[src/rtl/result_accumulator.sv]
// Sums a programmed number of single-precision results in Q(ACC_W-FRAC).FRAC fixed point.
// The total is converted back to IEEE-754 single precision and announced with a one-cycle done.
module result_accumulator #(
    parameter int ACC_W = 64,
    parameter int FRAC  = 24
) (
    input  logic        clock,
    input  logic        reset,
    input  logic        clk_en,
    input  logic        start,
    input  logic [15:0] n_items,
    input  logic        in_valid,
    input  logic [31:0] in_data,
    output logic [31:0] result,
    output logic        done,
    output logic        busy,
    output logic        overflow
);

    typedef enum logic [2:0] {IDLE, ACCUM, DRAIN, CONVERT, DONE} state_t;

    localparam logic signed [ACC_W-1:0] ACC_MAX = {1'b0, {(ACC_W-1){1'b1}}};
    localparam logic signed [ACC_W-1:0] ACC_MIN = {1'b1, {(ACC_W-1){1'b0}}};

    state_t                   state;
    logic [15:0]              remaining;
    logic                     s1_valid;
    logic                     s1_ovf;
    logic signed [ACC_W-1:0]  s1_item;
    logic signed [ACC_W-1:0]  acc;

    // stage 1 decode: float -> signed fixed point
    int                       exp_s;
    logic [ACC_W-1:0]         m_ext;
    logic [ACC_W-1:0]         dec_mag;
    logic signed [ACC_W-1:0]  dec_item;
    logic                     dec_ovf;

    always_comb begin
        dec_mag = '0;
        dec_ovf = 1'b0;
        exp_s   = int'(in_data[30:23]) - 150 + FRAC;
        m_ext   = ACC_W'({1'b1, in_data[22:0]});
        if (in_data[30:23] == 8'hff) begin
            dec_ovf = 1'b1;
        end else if (in_data[30:23] != 8'h00) begin
            if (exp_s >= 0) begin
                // a 24-bit significand shifted by more than ACC_W-25 reaches the sign bit
                if (exp_s > ACC_W - 25) dec_ovf = 1'b1;
                else                    dec_mag = m_ext << exp_s;
            end else if (exp_s > -24) begin
                dec_mag = m_ext >> (-exp_s);
            end
        end
        dec_item = in_data[31] ? -dec_mag : dec_mag;
    end

    // stage 2: saturating add
    logic signed [ACC_W-1:0]  sum;
    logic                     add_ovf;

    always_comb begin
        sum     = acc + s1_item;
        add_ovf = (acc[ACC_W-1] == s1_item[ACC_W-1]) && (sum[ACC_W-1] != acc[ACC_W-1]);
    end

    // fixed -> float: normalise the magnitude so its leading one sits at the msb
    logic [ACC_W-1:0]         mag_f;
    int                       lead;
    logic [22:0]              mant;
    logic [7:0]               fexp;
    logic [31:0]              flt;

    always_comb begin
        if (acc == ACC_MIN)      mag_f = ACC_MAX;
        else if (acc[ACC_W-1])   mag_f = -acc;
        else                     mag_f = acc;
        lead = 0;
        for (int i = 0; i < ACC_W; i++)
            if (mag_f[i]) lead = i;
        mant = 23'((mag_f << (ACC_W - 1 - lead)) >> (ACC_W - 24));
        fexp = 8'(lead - FRAC + 127);
        flt  = (acc == '0) ? 32'h0 : {acc[ACC_W-1], fexp, mant};
    end

    always_ff @(posedge clock) begin
        if (reset) begin
            state     <= IDLE;
            remaining <= '0;
            s1_valid  <= 1'b0;
            s1_ovf    <= 1'b0;
            s1_item   <= '0;
            acc       <= '0;
            result    <= '0;
            done      <= 1'b0;
            busy      <= 1'b0;
            overflow  <= 1'b0;
        end else if (clk_en) begin
            s1_valid <= (state == ACCUM) && in_valid;
            if ((state == ACCUM) && in_valid) begin
                s1_item <= dec_item;
                s1_ovf  <= dec_ovf;
            end
            if (s1_valid) begin
                acc <= add_ovf ? (acc[ACC_W-1] ? ACC_MIN : ACC_MAX) : sum;
                if (add_ovf || s1_ovf) overflow <= 1'b1;
            end
            done <= 1'b0;
            case (state)
                IDLE: if (start) begin
                    acc       <= '0;
                    overflow  <= 1'b0;
                    remaining <= n_items;
                    busy      <= 1'b1;
                    state     <= (n_items == 16'd0) ? DRAIN : ACCUM;
                end
                ACCUM: if (in_valid) begin
                    remaining <= remaining - 16'd1;
                    if (remaining == 16'd1) state <= DRAIN;
                end
                DRAIN:   state <= CONVERT;
                CONVERT: begin
                    result <= flt;
                    done   <= 1'b1;
                    busy   <= 1'b0;
                    state  <= DONE;
                end
                DONE:    state <= IDLE;
                default: state <= IDLE;
            endcase
        end
    end

endmodule
[config.mk]
export PLATFORM = sky130hd
export DESIGN_NAME = result_accumulator
export DESIGN_NICKNAME = d
export VERILOG_FILES = /design/src/rtl/result_accumulator.sv
export SDC_FILE = /design/constraint.sdc
export NUM_CORES = 1
export LEC_CHECK = 0
export CAP_MARGIN = 20
export CORE_UTILIZATION = 55
export CTS_BUF_LIST = sky130_fd_sc_hd__clkbuf_8
export CTS_CLUSTER_DIAMETER = 50
export DETAILED_ROUTE_END_ITERATION = 7
export PLACE_DENSITY = 0.78
export SLEW_MARGIN = 25
export SYNTH_ARGS = -nofsm -noshare
export SYNTH_HDL_FRONTEND = slang
export SYNTH_SLANG_ARGS = --single-unit
[constraint.sdc]
create_clock -name clock -period 7.3 [get_ports clock]
set_input_delay 1.095 -clock clock [delete_from_list [all_inputs] [get_ports clock]]
set_output_delay 1.095 -clock clock [all_outputs]
set_load 0.1 [all_outputs]
Word-level counts from Yosys, hierarchy flattened
Cells that the tools add are included.
{"block": "totals", "regBits": 184, "latch_bits": 0, "mem_bits_rw": 0, "romBits": 0, "input_bits": 53, "output_inout_bits": 35, "mem_count": 0}
{"block": "classes", "add_sub_neg": 10, "n_mul": 0, "n_div": 0, "n_lt_le_gt_ge": 3, "eq_ne": 11, "shifts": 3, "muxes": 96, "bitwise": 0, "n_reduce_logical": 14}
{"operator": "32-bit 2-to-1 mux", "n": 63}
{"operator": "64-bit 2-to-1 mux", "n": 13}
{"operator": "64-bit negation", "n": 2}
{"operator": "64-bit adder", "n": 1}
{"operator": "64-bit equality test, second input constant", "n": 1}
{"operator": "64-bit zero test", "n": 1}
{"operator": "24-bit by 32-bit left shift with 64-bit output", "n": 1}
{"operator": "64-bit by 32-bit left shift with 63-bit output", "n": 1}
{"operator": "24-bit by 32-bit >> shifter with 64-bit output", "n": 1}
{"operator": "16-bit 2-to-1 mux", "n": 2}
{"operator": "10-bit negation with 32-bit output", "n": 1}
{"operator": "16-bit one-hot mux with 2 select lines", "n": 1}
{"operator": "7-bit by 32-bit subtractor with 32-bit output, first input constant", "n": 1}
{"operator": "16-bit by 1-bit equality test with 1-bit output, second input constant", "n": 1}
{"operator": "16-bit zero test", "n": 1}
{"operator": "16-bit by 1-bit subtractor with 16-bit output, second input constant", "n": 1}
{"operator": "3-bit one-hot mux with 4 select lines", "n": 1}
{"operator": "1-bit 2-to-1 mux", "n": 11}
{"operator": "9-bit by 6-bit adder with 10-bit output, second input constant", "n": 1}
{"operator": "10-bit by 1-bit greater-or-equal comparator with 1-bit output, second input constant", "n": 1}
{"operator": "10-bit by 6-bit > comparator with 1-bit output, second input constant", "n": 1}
{"operator": "10-bit by 7-bit > comparator with 1-bit output, second input constant", "n": 1}
{"operator": "3-bit 2-to-1 mux", "n": 3}
{"operator": "8-bit by 8-bit subtractor with 9-bit output, second input constant", "n": 1}
{"operator": "19 further kinds", "n": 25}

Longest topological paths before layout
{"block": "logic_depth", "word_depth": 69, "ltp_mapped": 34, "ltp_nobuf": 26}

Least setup slack after synthesis
No wires, ideal clock.
{"block": "synth_path", "kind": "input to register", "from": "input in_data[24]", "to": "register s1_item[28]", "setup_ps": 115, "arrival_time_ps": 7415, "required_ps": 7185, "setup_slack_ps": -231, "cell_stages": 32, "cell_sequence": "ha_1 > xnor2_1 > inv_1 > clkbuf_1 > clkbuf_1 > clkbuf_1 > ha_1 > clkbuf_1 > a211oi_1 > nor4b_1 > o21a_1 > clkbuf_1 > clkbuf_1 > nand3_1 > ha_1 > nor4b_1 > nand3_1 > a21oi_1 > nand4_1 > a21o_1 > buf_2 > o31ai_1 > inv_1 > ha_1 > o311ai_0 > nand4bb_1 > or3_1 > clkbuf_1 > or3_1 > clkbuf_1 > or4_1 > and3_1"}
{"block": "synth_between", "elab_chain_len": 10}
{"item": "start: declaration", "line_no": "13", "source": "input logic [31:0] in_data,"}
{"item": "8-bit by 8-bit subtractor with 9-bit output", "line_no": "42", "source": "exp_s = int'(in_data[30:23]) - 150 + FRAC;"}
{"item": "9-bit by 6-bit adder with 10-bit output", "line_no": "42"}
{"item": "10-bit negation with 32-bit output", "line_no": "52", "source": "dec_mag = m_ext >> (-exp_s);"}
{"item": "24-bit by 32-bit >> shifter with 64-bit output", "line_no": "52"}
{"item": "64-bit 2-to-1 mux", "line_no": "51", "source": "end else if (exp_s > -24) begin"}
{"item": "64-bit 2-to-1 mux", "line_no": "47", "source": "if (exp_s >= 0) begin"}
{"item": "64-bit 2-to-1 mux", "line_no": "46", "source": "end else if (in_data[30:23] != 8'h00) begin"}
{"item": "64-bit 2-to-1 mux (*)", "line_no": "44", "source": "if (in_data[30:23] == 8'hff) begin"}
{"item": "64-bit negation", "line_no": "55", "source": "dec_item = in_data[31] ? -dec_mag : dec_mag;"}
{"item": "64-bit 2-to-1 mux (*)", "line_no": "55"}
{"item": "end signal: assignment", "line_no": "101", "source": "s1_item <= dec_item;"}
{"item": "end: declaration", "line_no": "29", "source": "logic signed [ACC_W-1:0] s1_item;"}
Mark *: on every way between the ends. The rest lies on a longest branch, timed or not.
A chain may end at the register's enable or synchronous reset.

Final worst setup path
{"block": "layout_path", "from": "register acc[0]", "to": "register result[21]"}
{"block": "layout_between", "elab_chain_len": 69}
{"item": "start: declaration", "line_no": "30", "source": "logic signed [ACC_W-1:0] acc;"}
{"item": "start signal: assignment", "line_no": "105", "source": "acc <= add_ovf ? (acc[ACC_W-1] ? ACC_MIN : ACC_MAX) : sum;"}
{"item": "64-bit negation", "line_no": "76", "source": "else if (acc[ACC_W-1]) mag_f = -acc;"}
{"item": "64-bit 2-to-1 mux", "line_no": "76"}
{"item": "64-bit 2-to-1 mux", "line_no": "75", "source": "if (acc == ACC_MIN) mag_f = ACC_MAX;"}
{"item": "1-bit 2-to-1 mux", "line_no": "80", "source": "if (mag_f[i]) lead = i;"}
{"item": "32-bit 2-to-1 mux (62 in series)", "line_no": "80"}
{"item": "7-bit by 32-bit subtractor with 32-bit output", "line_no": "81", "source": "mant = 23'((mag_f << (ACC_W - 1 - lead)) >> (ACC_W - 24));"}
{"item": "64-bit by 32-bit left shift with 63-bit output", "line_no": "81"}
{"item": "32-bit 2-to-1 mux (*)", "line_no": "83", "source": "flt = (acc == '0) ? 32'h0 : {acc[ACC_W-1], fexp, mant};"}
{"item": "end signal: assignment", "line_no": "123", "source": "result <= flt;"}
{"item": "end: declaration", "line_no": "14", "source": "output logic [31:0] result,"}
Marks and branches as above.

==> flow_summary_export.csv <==
group,metric,value,unit
run_status,status,"finished clean",
cts,cts.repair_timing.setup_buffer_count,0,
placement,placement.io_buffers,87,
synthesis,synth-edff-count,0,
finish,fillCellCount,4180,
global_routing,grt_pass1_vias,25588,
global_routing,grt_start_max_net_pins,94,
timing,max_freq,0.145,GHz
timing,rsz_0062_raised_after_global_routing,"no",
timing,period_minus_slack,6.92,ns
timing,final.period_utilization,0.948,
cts,worst_setup_hold_path_clk_slew,0.14,ns
setup_path,cp.arrival,7.35,ns
setup_path,worst_path_most_repeated_cell,"sky130_fd_sc_hd__mux2i_1",
finish,layout_common_cells,"414 x sky130_fd_sc_hd__nand2_1, 308 x sky130_fd_sc_hd__nor2_1, 300 x sky130_fd_sc_hd__a21oi_1, 252 x sky130_fd_sc_hd__o21ai_0, 183 x sky130_fd_sc_hd__dfxtp_1",
route,detail_route.vias_per_cell,7.07,
synthesis,synthArstFlopShare,0,
setup_path,worst_path_cell_trace,"inv_1 > ha_1 > or3b_1 > nor4_2 > nand3_1 > buf_4 > o41ai_1 > xor2_1 > nor3b_2 > o2111ai_1 > o211ai_4 > nand2_4 > o21ai_0 > mux2i_1 > mux2i_1 > o221ai_1 > nor3b_1 > o31ai_1",
synthesis,post-synth-top-area-fraction,0.149,
setup_path,timing.critical_path.required,7.73,ns
synthesis,most_used_dff_post_synth,"sky130_fd_sc_hd__dfxtp_1",
floorplan,initial_standard_cell_utilization_of_the_core,0.557,
route,drt.antenna.violating_nets,0,
run,max_cap_viol_count,0,
synthesis,synthXorXnorAreaFrac,0.0590,
power_and_ir_drop,cellPowerDensity,115,mW/mm²
setup_path,crit_path_max_incr_delay,0.68,ns
power_and_ir_drop,max-vdd-ir-drop,0.000172,V
synthesis,post_synthesis_cell_area,0.0246,mm²
cts,post_cts.resized_instances,0,
setup_path,worstPathBufferInverterCount,2,
synthesis,avgSynthCellArea,7.03,µm²
timing,setup_slack,0.382,ns
timing,skew,0.0462,ns
global_routing,overflow,0,
timing,setup_tns,0,ns
synthesis,ys.warnings.count,0,
floorplan,io_pins,88,
finish,syn2layout_area_growth,8.01,%
timing,timing.final.setup_violations,0,
floorplan,core.rowCount,77,
cts,cts-root-to-sink-buffers,2,
placement,place_hpwl,70100,µm
timing,timing.max_slew.rel_slack,0.269,
setup_path,critPathTopFamily,"simple AND/OR/NAND/NOR gates",
setup_path,worst-r2r-setup-slack,0.38,ns
timing,finalHoldViolations,0,
synthesis,fraction_of_the_yosys_area_taken_by_sequential_cells,0.149,
synthesis,synth_compound_gate_area_share,0.323,
global_routing,grt_antenna_before_repair,0,
setup_path,critical_path.startpoint_type,"flop",
synthesis,synth_fp_nets,3645,
synthesis,synth_largest_area_cell,"sky130_fd_sc_hd__dfxtp_1",
timing,final-max-slew-violation-count,0,
synthesis,post_synth_and_or_nand_nor_area_fraction,0.265,
synthesis,synthCells,3508,
cts,clock_insertion_delay_worst_skew,0.60,ns
floorplan,die_width,214,µm
finish,fin_util,0.602,
placement,post-place-cells,4043,
global_routing,grt_pass1_wl,144000,µm
setup_path,timing.critical_path.slowest_stage_cell,"sky130_fd_sc_hd__mux2i_1",
synthesis,synth_adder_area_share,0.0433,
placement,gp_congestion,1.12,
floorplan,dieArea,0.0457,mm²
setup_path,setup.worst_path.class,"flop to flop",
global_routing,grt.total_usage,0.400,
cts,numCtsBuffers,17,
cts,cts_tree,"done",
setup_path,critical_path.endpoint_type,"flop",
power_and_ir_drop,total_leakage_power,10.6,nW
cts,holdBufCountCts,0,
floorplan,core_area,0.0442,mm²
finish,final_cell_count_no_fill,4075,
cts,htree_levels,4,
floorplan,die_height,214,µm
synthesis,post_synthesis_mux_area_share,0.105,
route,post-route-drc-count,0,
synthesis,largest_family_of_logic_cells_by_synthesized_area,"compound AO/OA/AOI/OAI gates",
setup_path,critical_path_peak_fanout,35,
route,drt-pass1-iter-count,6,
cts,number_of_clock_sinks,184,
route,vias,28815,
finish,nNetsFinal,3607,
worst_hold_path,timing.hold.worst.class,"flop to flop",
synthesis,synth-seq-cells,184,
timing,worst_pin_slew,1.09,ns
route,wl_per_cell,22.7,µm
cts,root_buffer,"sky130_fd_sc_hd__clkbuf_8",
finish,layout.cells.most_common,"sky130_fd_sc_hd__nand2_1",
route,postRouteWirelength,92400,µm
placement,place_worst_setup_slack,0.320,ns
finish,final_layout_size_suffix_gt1_frac,0.0928,
synthesis,yosys-top-cells-area,"sky130_fd_sc_hd__dfxtp_1 15%, sky130_fd_sc_hd__nand2_1 6.3%, sky130_fd_sc_hd__a21oi_1 6.1%",
synthesis,synth_cell_types,113,
route,detail_route.iter0.violations,4164,
power by group:
group          total, mW  switching, mW  internal, mW
Clock              0.811          0.454         0.357
Sequential          1.04         0.0198          1.02
Combinational       1.21          0.768         0.445
Total               3.07           1.24          1.82
registers in the layout (all words and copies together), names as in the netlist:
| signal | flops |
|---|---|
| acc | 64 |
| s1_item | 64 |
| result | 32 |
| remaining | 16 |
| state | 3 |
| busy | 1 |
| done | 1 |
| overflow | 1 |
| s1_ovf | 1 |
| s1_valid | 1 |
tightest hold or removal path, stage by stage, from the launching register on:
cell and delay, ns:
sky130_fd_sc_hd__dfxtp_1 0.32, sky130_fd_sc_hd__inv_1 0.05, sky130_fd_sc_hd__a21oi_1 0.05
cell type report:
cell class,count,area (µm²),area share
antenna,1,2.50,0.0000940
inverter,61,229,0.00860
multi-input combinational,2996,19700,0.739
timing repair buffer,210,1850,0.0696
clock inverter,13,188,0.00705
sequential,184,3680,0.138
clock buffer,18,248,0.00931
tap,592,741,0.0278
worst paths after layout:
| path | startpoint | to | cells past startpoint |
|---|---|---|---|
| worst min-delay path | overflow$_SDFFE_PP0P_ | overflow$_SDFFE_PP0P_ | 2 |
| worst max-delay path | acc[0]$_SDFFE_PP0P_ | result[21]$_SDFFE_PP0P_ | 18 |
| worst max register to register | acc[0]$_SDFFE_PP0P_ | result[21]$_SDFFE_PP0P_ | 18 |
| worst min register to register | overflow$_SDFFE_PP0P_ | overflow$_SDFFE_PP0P_ | 2 |
metal layers:
metal  global-route usage  vias up  share of wire  routed length (µm)
met5                    0        -              0                   0
met4                0.173        0          0.042                3910
met3               0.0924      295           0.12               11000
met2                0.603     1774           0.42               39200
met1                0.544    13534           0.41               38300
li1                     -    13212              -                   -
stage by stage:
stage                     hold WS (ns)  instance area, µm²  power [mW]
after floorplan                  0.432               24600        1.89
after global routing             0.483               26600        3.20
after global placement           0.437               26200        2.23
after detailed placement         0.439               26200        2.23
final                            0.451               26600        3.07
after CTS                        0.454               26600        3.03
Yosys cell counts, drive strengths merged (40+ instances only):
master	n
mux4	41
ha	82
a211oi	104
o211ai	44
inv	58
or3	47
nor2	311
nand4	40
nand3	118
nand2b	48
a31oi	41
mux2	41
o22ai	41
xor2	56
xnor2	105
dfxtp	184
o21ai	275
clkbuf	183
buf	84
nand2	417
mux2i	118
nor3	137
a21o	52
a21oi	300
kinds of logic after synthesis:
group / count (synthesis)
compound gates: 1206
mux: 200
buf+inv: 328
xor+xnor: 163
simple gates: 1343
fa+ha+maj: 84
flops: 184
Power figures use the tool's default switching activity.
